--- src/rtl/ram16k_arbiter.sv ---
// Two-requester arbiter that time-shares one RAM16K: one latched access per
// IDLE -> ACCESS -> DONE pass, with a one-cycle acknowledge to the owner.
module ram16k_arbiter #(
  parameter int ROUND_ROBIN = 1,
  parameter int AW          = 14,
  parameter int DW          = 16
) (
  input  logic          clk,
  input  logic          reset_n,
  input  logic          req_a,
  input  logic          we_a,
  input  logic [AW-1:0] addr_a,
  input  logic [DW-1:0] wdata_a,
  output logic          ack_a,
  output logic [DW-1:0] rdata_a,
  input  logic          req_b,
  input  logic          we_b,
  input  logic [AW-1:0] addr_b,
  input  logic [DW-1:0] wdata_b,
  output logic          ack_b,
  output logic [DW-1:0] rdata_b,
  output logic [DW-1:0] ram_in,
  output logic          ram_load,
  output logic [AW-1:0] ram_address,
  input  logic [DW-1:0] ram_out,
  output logic          busy
);

  typedef enum logic [1:0] {IDLE, ACCESS, DONE} state_t;

  state_t          state_q;
  logic            owner_b_q;
  logic            last_grant_b_q;
  logic            ram_load_q;
  logic [AW-1:0]   ram_address_q;
  logic [DW-1:0]   ram_in_q;
  logic            ack_a_q;
  logic            ack_b_q;
  logic [DW-1:0]   rdata_a_q;
  logic [DW-1:0]   rdata_b_q;
  logic            busy_q;
  logic            grant_b_d;

  // B wins when it is alone, or on a tie when round-robin says A went last.
  always_comb begin
    grant_b_d = req_b && (!req_a || ((ROUND_ROBIN != 0) && !last_grant_b_q));
  end

  // NOTE: every register, including the data holding registers, has an async
  // reset so an in-flight access is cancelled the instant reset_n falls.
  always_ff @(posedge clk or negedge reset_n) begin
    if (!reset_n) begin
      state_q        <= IDLE;
      owner_b_q      <= 1'b0;
      last_grant_b_q <= 1'b1;
      ram_load_q     <= 1'b0;
      ram_address_q  <= '0;
      ram_in_q       <= '0;
      ack_a_q        <= 1'b0;
      ack_b_q        <= 1'b0;
      rdata_a_q      <= '0;
      rdata_b_q      <= '0;
      busy_q         <= 1'b0;
    end else begin
      case (state_q)
        IDLE: begin
          if (req_a || req_b) begin
            owner_b_q     <= grant_b_d;
            ram_address_q <= grant_b_d ? addr_b  : addr_a;
            ram_in_q      <= grant_b_d ? wdata_b : wdata_a;
            ram_load_q    <= grant_b_d ? we_b    : we_a;
            busy_q        <= 1'b1;
            state_q       <= ACCESS;
          end
        end
        ACCESS: begin
          // The RAM write commits on this same edge, so load drops right after.
          if (!ram_load_q) begin
            if (owner_b_q) rdata_b_q <= ram_out;
            else           rdata_a_q <= ram_out;
          end
          ram_load_q     <= 1'b0;
          ack_a_q        <= !owner_b_q;
          ack_b_q        <= owner_b_q;
          last_grant_b_q <= owner_b_q;
          state_q        <= DONE;
        end
        DONE: begin
          ack_a_q <= 1'b0;
          ack_b_q <= 1'b0;
          busy_q  <= 1'b0;
          state_q <= IDLE;
        end
        default: begin
          ram_load_q <= 1'b0;
          ack_a_q    <= 1'b0;
          ack_b_q    <= 1'b0;
          busy_q     <= 1'b0;
          state_q    <= IDLE;
        end
      endcase
    end
  end

  assign ack_a       = ack_a_q;
  assign ack_b       = ack_b_q;
  assign rdata_a     = rdata_a_q;
  assign rdata_b     = rdata_b_q;
  assign ram_load    = ram_load_q;
  assign ram_address = ram_address_q;
  assign ram_in      = ram_in_q;
  assign busy        = busy_q;

endmodule

--- config.mk ---
export PLATFORM = sky130hd
export DESIGN_NAME = ram16k_arbiter
export DESIGN_NICKNAME = d
export VERILOG_FILES = /design/src/rtl/ram16k_arbiter.sv
export SDC_FILE = /design/constraint.sdc
export NUM_CORES = 1
export LEC_CHECK = 0
export ABC_AREA = 0
export BUFFER_PORTS_ARGS = -buffer_cell sky130_fd_sc_hd__buf_2
export CAP_MARGIN = 20
export CORE_UTILIZATION = 30
export DETAILED_ROUTE_END_ITERATION = 7
export PLACE_DENSITY = 0.57
export SETUP_SLACK_MARGIN = 0.02
export SLEW_MARGIN = 10
export SYNTH_ARGS = -nofsm -noshare
export SYNTH_HDL_FRONTEND = slang
export SYNTH_SLANG_ARGS = --single-unit
--- constraint.sdc ---
create_clock -name clk -period 1.3 [get_ports clk]
set_input_delay 0.065 -clock clk [delete_from_list [all_inputs] [get_ports clk]]
set_output_delay 0.065 -clock clk [all_outputs]
set_load 0.005 [all_outputs]
==> results of run 1 <==
flip-flops by register name, indices dropped and copies added, names as in the netlist, 2 cells and up:
name and cells:
rdata_a 16, rdata_b 16, state_q 2, ram_in 16, ram_address 14
worst register-to-register path, stage by stage, from the launching register on:
cell	delay, ps
dfrtp_1	410
nand2b_4	180
nor3_4	150
buf_12	190
mux2_2	350
metal layers:
metal,up-vias,global-route usage (%)
li1,1286,-
met2,107,30.4
met5,-,0
met1,1416,22.5
met4,0,9.67
met3,23,3.15
per-stage QoR:
stage	hold slack (ps)	worst slack, ps	std cells	power [mW]	TNS (ps)
detailed placement	30.4	-110	515	8.55	-2880
global placement	28.7	-53.5	515	8.46	-1060
floorplan	-231	-148	232	6.45	-3160
CTS	0.156	-96.5	589	11.2	-2160
finish	9.21	-92.1	594	12.5	-2050
global route	7.36	-135	594	13.2	-4490
path summary, 6_finish.rpt:
path / to / slack, ps / startpoint
min: ram_address[12] / 9 / addr_b[12]
min reg2reg: rdata_a[6] / 490 / rdata_a[6]
min in group asynchronous: rdata_a[11] / 190 / reset_n
max: rdata_b[4] / -90 / state_q[1]
max in group asynchronous: rdata_b[4] / 570 / reset_n
max reg2reg: rdata_b[4] / -90 / state_q[1]
timing repair:
action,CTS,global route
cloned,2,4
pin swaps,1,29
hold buffers,53,0
setup buffers,3,2
setup endpoints to repair,63,64
gates resized for setup,28,77
endpoints found under the hold margin,91,0
kinds of logic after synthesis:
group / after synthesis
buf+inv: 22
simple gates: 38
flops: 70
mux: 35
compound gates: 67
where the power goes:
part	leakage [nW]	internal (mW)	switching [mW]	total, mW
clock network	0.106	1.08	0.837	1.91
registers	0.813	3.30	0.716	4.02
logic	1.59	3.83	2.70	6.53
synthesized netlist by cell type (all sizes together):
library cell / count
a21boi: 1
a2bb2oi: 30
nand2: 32
o21ai: 1
nor2: 3
clkbuf: 8
a21bo: 1
nand2b: 1
buf: 10
mux2i: 3
nor3: 2
a221oi: 1
inv: 4
mux2: 32
dfstp: 1
a211oi: 30
a21oi: 1
o21bai: 1
dfrtp: 69
o22ai: 1
area by class of cell:
cell class              instances  share of cell area (%)
flip-flops and latches         70                    31.7
inverters                       4                   0.271
clock buffers                  10                    2.31
repair buffers                231                    31.3
multi-input cells             140                    29.9
well taps                     133                    3.01
clock inverters                 6                    1.56
==> impl_metrics.yaml, run 1 <==
route:
  final_antenna_net_count: 0
  wl_met3_microns: 449
  drt-met1-wl_microns: 4280
  wirelength_microns: 10100
  vias_per_cell: 4.77
  wl_per_cell_microns: 17.0
  drc: 0
  drtIter0Drc: 89
  wl_met2_microns: 5100
  firstDrtPassIters: 4
  vias: 2832
  highest_layer: "met4"
setup_path:
  crit_family: "flip-flops"
  cp.arrival_ps: 1610
  worstRegToRegCells: 4
  cp-end-kind: "flip-flop"
  crit_fanout: 16
  path_buf_inv: 1
  crit_path_start_kind: "flip-flop"
  required_ps: 1520
  cpPeakStageDelay_ps: 410
  crit_type: "flip-flop to flip-flop"
  path_cells: "nand2b_4, nor3_4, buf_12, mux2_2"
  cpMaxStageDelayCell: "dfrtp_1"
  crit_cells: 4
final_layout:
  layout_commonest_cell: "buf_2"
  multi_input_area_sq_mm: 0.00165
  nNetsFinal: 538
  regArea_sq_mm: 0.00175
  area_delta_synth_final_pct: 83.5
  final_core_util_pct: 56.6
  layout-drive-gt1-share_pct: 62.5
  most-common-layout-cells: "buf_2, dfrtp_1, dlygate4sd3_1, nand2_1, a2bb2oi_2"
  stdcell_area_sq_mm: 0.00554
  fillers: 835
  antenna_cells: 0
timing:
  worst_slack_ps: -92.1
  slew_headroom_pct: 72.9
  period_share_pct: 107
  setup_violations: 41
  fmax_mhz: 718
  drv_slew: 0
  worst_pin_slew_ps: 407
  post-route-min-period_ps: 1390
  rsz0062_at_grt: "yes"
  finalHoldViolCount: 0
  clock_skew_ps: 10.1
synthesis:
  yosys_register_bits: 70
  synth_nets: 314
  yosysTopAreaCell: "dfrtp_1"
  synth_top_cell_area_share_pct: 57.2
  synthMuxAreaShare_pct: 14.2
  synth-compound-area-share_pct: 17.8
  synth_top_family_by_area: "compound AO/OA/AOI/OAI gates"
  synth_cells: 232
  synth_xor_area_share_pct: 0
  avgSynthCellArea_sq_um: 13.0
  synthTopCellsByArea: "dfrtp_1, a2bb2oi_1, a211oi_1, mux2_4, mux2_2"
  synth_adder_area_share_pct: 0
  yosysUniqueCellTypes: 26
  netlist_area_sq_mm: 0.00302
  synthSimpleGateAreaFrac_pct: 5.97
  synth_warnings: 0
  seq_area_frac_synth_pct: 58.1
global_routing:
  grt_usage_pct: 18.2
  antenna_found_initial: 0
  grt_pass1_wl_microns: 14300
  grt_max_degree: 31
  grt_pass1_vias: 2932
  grt.overflow.total: 0
placement:
  post_dp_cell_area_sq_mm: 0.00409
  hpwl_microns: 5880
  port_buffers: 147
  routabilityCongestion: 0.681
power_and_ir_drop:
  cellLeakagePower_nw: 2.51
  vdd_drop_max_v: 0.000841
  cellPowerDensity_mw_per_mm2: 2250
clock_tree:
  insertion_delay_ps: 340
  cts_root_buffer: "clkbuf_8"
  cts.clk_slew.worst_paths_ps: 80
  cts_tree: "yes"
  clock_sinks: 70
  clock_path_buffers: 2
  numCtsBuffers: 9
  htree_levels: 3
die:
  fp-row-count: 36
  io_pins: 148
  fp.dieArea_sq_mm: 0.0105
  die_x_microns: 102
  start_util_pct: 30.9
  die_h_microns: 102
  core_sq_mm: 0.00977
hold_path:
  min_path_type: "input port to flip-flop"
  worstHoldPathCells: 3
status:
  violations: "setup timing"
  status: "complete, but fails checks"
flow_run:
  maxCapViolCount: 0
(Power assumes the default switching activity.)
==> run 2: changes to the inputs <==
--- a/config.mk
+++ b/config.mk
@@ -7,7 +7,7 @@
 export LEC_CHECK = 0
 export ABC_AREA = 0
 export BUFFER_PORTS_ARGS = -buffer_cell sky130_fd_sc_hd__buf_2
-export CAP_MARGIN = 20
+export CAP_MARGIN = 0
 export CORE_UTILIZATION = 30
 export DETAILED_ROUTE_END_ITERATION = 7
 export PLACE_DENSITY = 0.57
==> constraint.sdc (replaced) <==
create_clock -name clk -period 1.2 [get_ports clk]
set_input_delay 0.06 -clock clk [delete_from_list [all_inputs] [get_ports clk]]
set_output_delay 0.06 -clock clk [all_outputs]
set_load 0.005 [all_outputs]
==> run 2 against run 1 <==
The run still ends with setup timing left. Flip-flop and latch count stayed put. Sequential power rose by 7.0%. Worst setup slack got worse by 75 ps. Final cell count unchanged. Clock power hardly changed. Sequential share of layout area rose by 1.5 points. First-iteration DRC count shrank 16%. Register-to-register slack got worse by 80 ps. Routed wire length decreased by 9.5%. Final area is 4.5% lower. Critical path type unchanged. Largest power group unchanged.
==> impl_metrics.yaml, run 2 (synthesized netlist as in run 1, its figures left out) <==
placement:
  routabilityCongestion: 0.766
  dp.cells: 515
  port_buffers: 147
  hpwl_microns: 5860
  dp_slack_ps: -178
hold_path:
  worstHoldPathCells: 3
  min-delay-start: "addr_b[10]"
  min_path_type: "input port to flip-flop"
  min_to: "ram_address[10]"
timing:
  slew_headroom_pct: 76.3
  post-route-min-period_ps: 1370
  clock_skew_ps: 9.70
  drv_slew: 0
  rsz0062_at_grt: "yes"
  setup_violations: 64
  worst_slack_ps: -167
  finalHoldViolCount: 0
  period_share_pct: 114
  fmax_mhz: 731
  worst_pin_slew_ps: 355
final_layout:
  fin_cells: 594
  fillers: 882
  nNetsFinal: 538
  antenna_cells: 0
  layout_commonest_cell: "buf_2"
  area_delta_synth_final_pct: 75.2
  layout-drive-gt1-share_pct: 57.3
  most-common-layout-cells: "buf_2, dfrtp_1, dlygate4sd3_1, nand2_1, mux2_4"
route:
  drtIter0Drc: 75
  final_antenna_net_count: 0
  vias: 2774
  vias_per_cell: 4.67
  firstDrtPassIters: 4
  wirelength_microns: 9170
  drc: 0
  wl_per_cell_microns: 15.4
flow_run:
  maxCapViolCount: 0
clock_tree:
  numCtsBuffers: 9
  htree_levels: 3
  insertion_delay_ps: 340
  clock_sinks: 70
  cts_root_buffer: "clkbuf_8"
  cts_tree: "yes"
  clock_path_buffers: 2
  cts.clk_slew.worst_paths_ps: 70
die:
  die_h_microns: 102
  core_sq_mm: 0.00977
  start_util_pct: 30.9
  io_pins: 148
  fp.dieArea_sq_mm: 0.0105
  fp-row-count: 36
  die_x_microns: 102
power_and_ir_drop:
  cellLeakagePower_nw: 2.46
  vdd_drop_max_v: 0.000938
  cellPowerDensity_mw_per_mm2: 2360
setup_path:
  cpPeakStageDelay_ps: 390
  crit-reg2reg-launch: "state_q[1]"
  regToRegSetupSlack_ps: -170
  cp.arrival_ps: 1630
  required_ps: 1460
  path_cells: "buf_6, o21bai_4, nor2_4, buf_8, mux2i_1"
  timing.rr.end: "owner_b_q"
  cp-end-kind: "flip-flop"
  crit_type: "flip-flop to flip-flop"
  cpMaxStageDelayCell: "dfrtp_1"
  crit_path_start_kind: "flip-flop"
  crit_fanout: 8
  path_buf_inv: 2
  crit_family: "flip-flops"
  worstRegToRegCells: 5
global_routing:
  grt_usage_pct: 17.7
  grt_pass1_vias: 2837
  grt_max_degree: 40
  grt_pass1_wl_microns: 14000
  grt.overflow.total: 0
  antenna_found_initial: 0
status:
  status: "complete, but fails checks"
  violations: "setup timing"
run 2: changes by cell type in the layout (fill, tap and decap cells not counted), moves of 3 or more:
cell           before  now
mux2_2              6    0
a211oi_1            0    4
clkbuf_16           3    0
dlygate4sd3_1      53   59
mux2_4             22   27
a2bb2oi_2          26   11
a211oi_4           14    4
a211oi_2           16   22
a2bb2oi_1           4   19
run 2: per-stage QoR:
step / TNS (ps) / total power, mW / instance area (sq um) / hold WS, ps / util [%]
global placement: -5020 / 9.27 / 4130 / -67.0 / 42.3
detailed placement: -6390 / 9.38 / 4130 / -57.4 / 42.3
CTS: -9620 / 12.2 / 5180 / 1.45 / 53.0
global route: -11860 / 13.3 / 5290 / 2.24 / 54.1
floorplan: -7000 / 7.10 / 3070 / -236 / -
finish: -8320 / 12.5 / 5290 / 11.8 / 54.1
run 2: power by group:
| group | leakage, nW | internal (mW) | switching [mW] |
|---|---|---|---|
| logic | 1.55 | 3.70 | 2.58 |
| registers | 0.811 | 3.58 | 0.722 |
| clock network | 0.0996 | 0.967 | 0.943 |
| total | 2.46 | 8.24 | 4.25 |
run 2: worst register-to-register path, stage by stage, from the launching register on:
cell and delay [ps]:
dfrtp_1 390, buf_6 120, o21bai_4 230, nor2_4 180, buf_8 170, mux2i_1 200
run 2: cell type report:
| class | instances | area [sq um] | area share (%) |
|---|---|---|---|
| clock inverters | 7 | 73.8 | 1.40 |
| multi-input cells | 140 | 1490 | 28.2 |
| repair buffers | 231 | 1660 | 31.4 |
| flip-flops and latches | 70 | 1750 | 33.2 |
| clock buffers | 9 | 124 | 2.34 |
| inverters | 4 | 15.0 | 0.284 |
| well taps | 133 | 166 | 3.15 |
run 2: worst max path at each step:
| stage | start | end | slack (ps) | cells past startpoint |
|---|---|---|---|---|
| final | state_q[1] | owner_b_q | -170 | 5 |
| after global routing | state_q[1] | owner_b_q | -240 | 5 |
| after CTS | state_q[1] | rdata_b[4] | -200 | 5 |
| after detailed placement | owner_b_q | rdata_b[2] | -180 | 4 |
| after global placement | state_q[1] | rdata_b[3] | -140 | 4 |
| after floorplan | state_q[1] | rdata_b[10] | -250 | 4 |
run 2: metal layers:
layer | global-route usage (%) | wire length [microns] | up-vias
li1 | - | - | 1299
met1 | 22.2 | 4050 | 1381
met2 | 29.7 | 4660 | 83
met3 | 4.51 | 328 | 11
met4 | 5.60 | 129 | 0
met5 | 0 | 0 | -
run 2: repair_timing:
item                                   in CTS  in global routing
setup endpoints to repair                  64                 67
hold buffers                               59                  0
cloned                                      1                  0
pin swaps                                   8                  1
endpoints found under the hold margin     132                  0
gates resized for setup                    43                 29
setup buffers                               4                  1
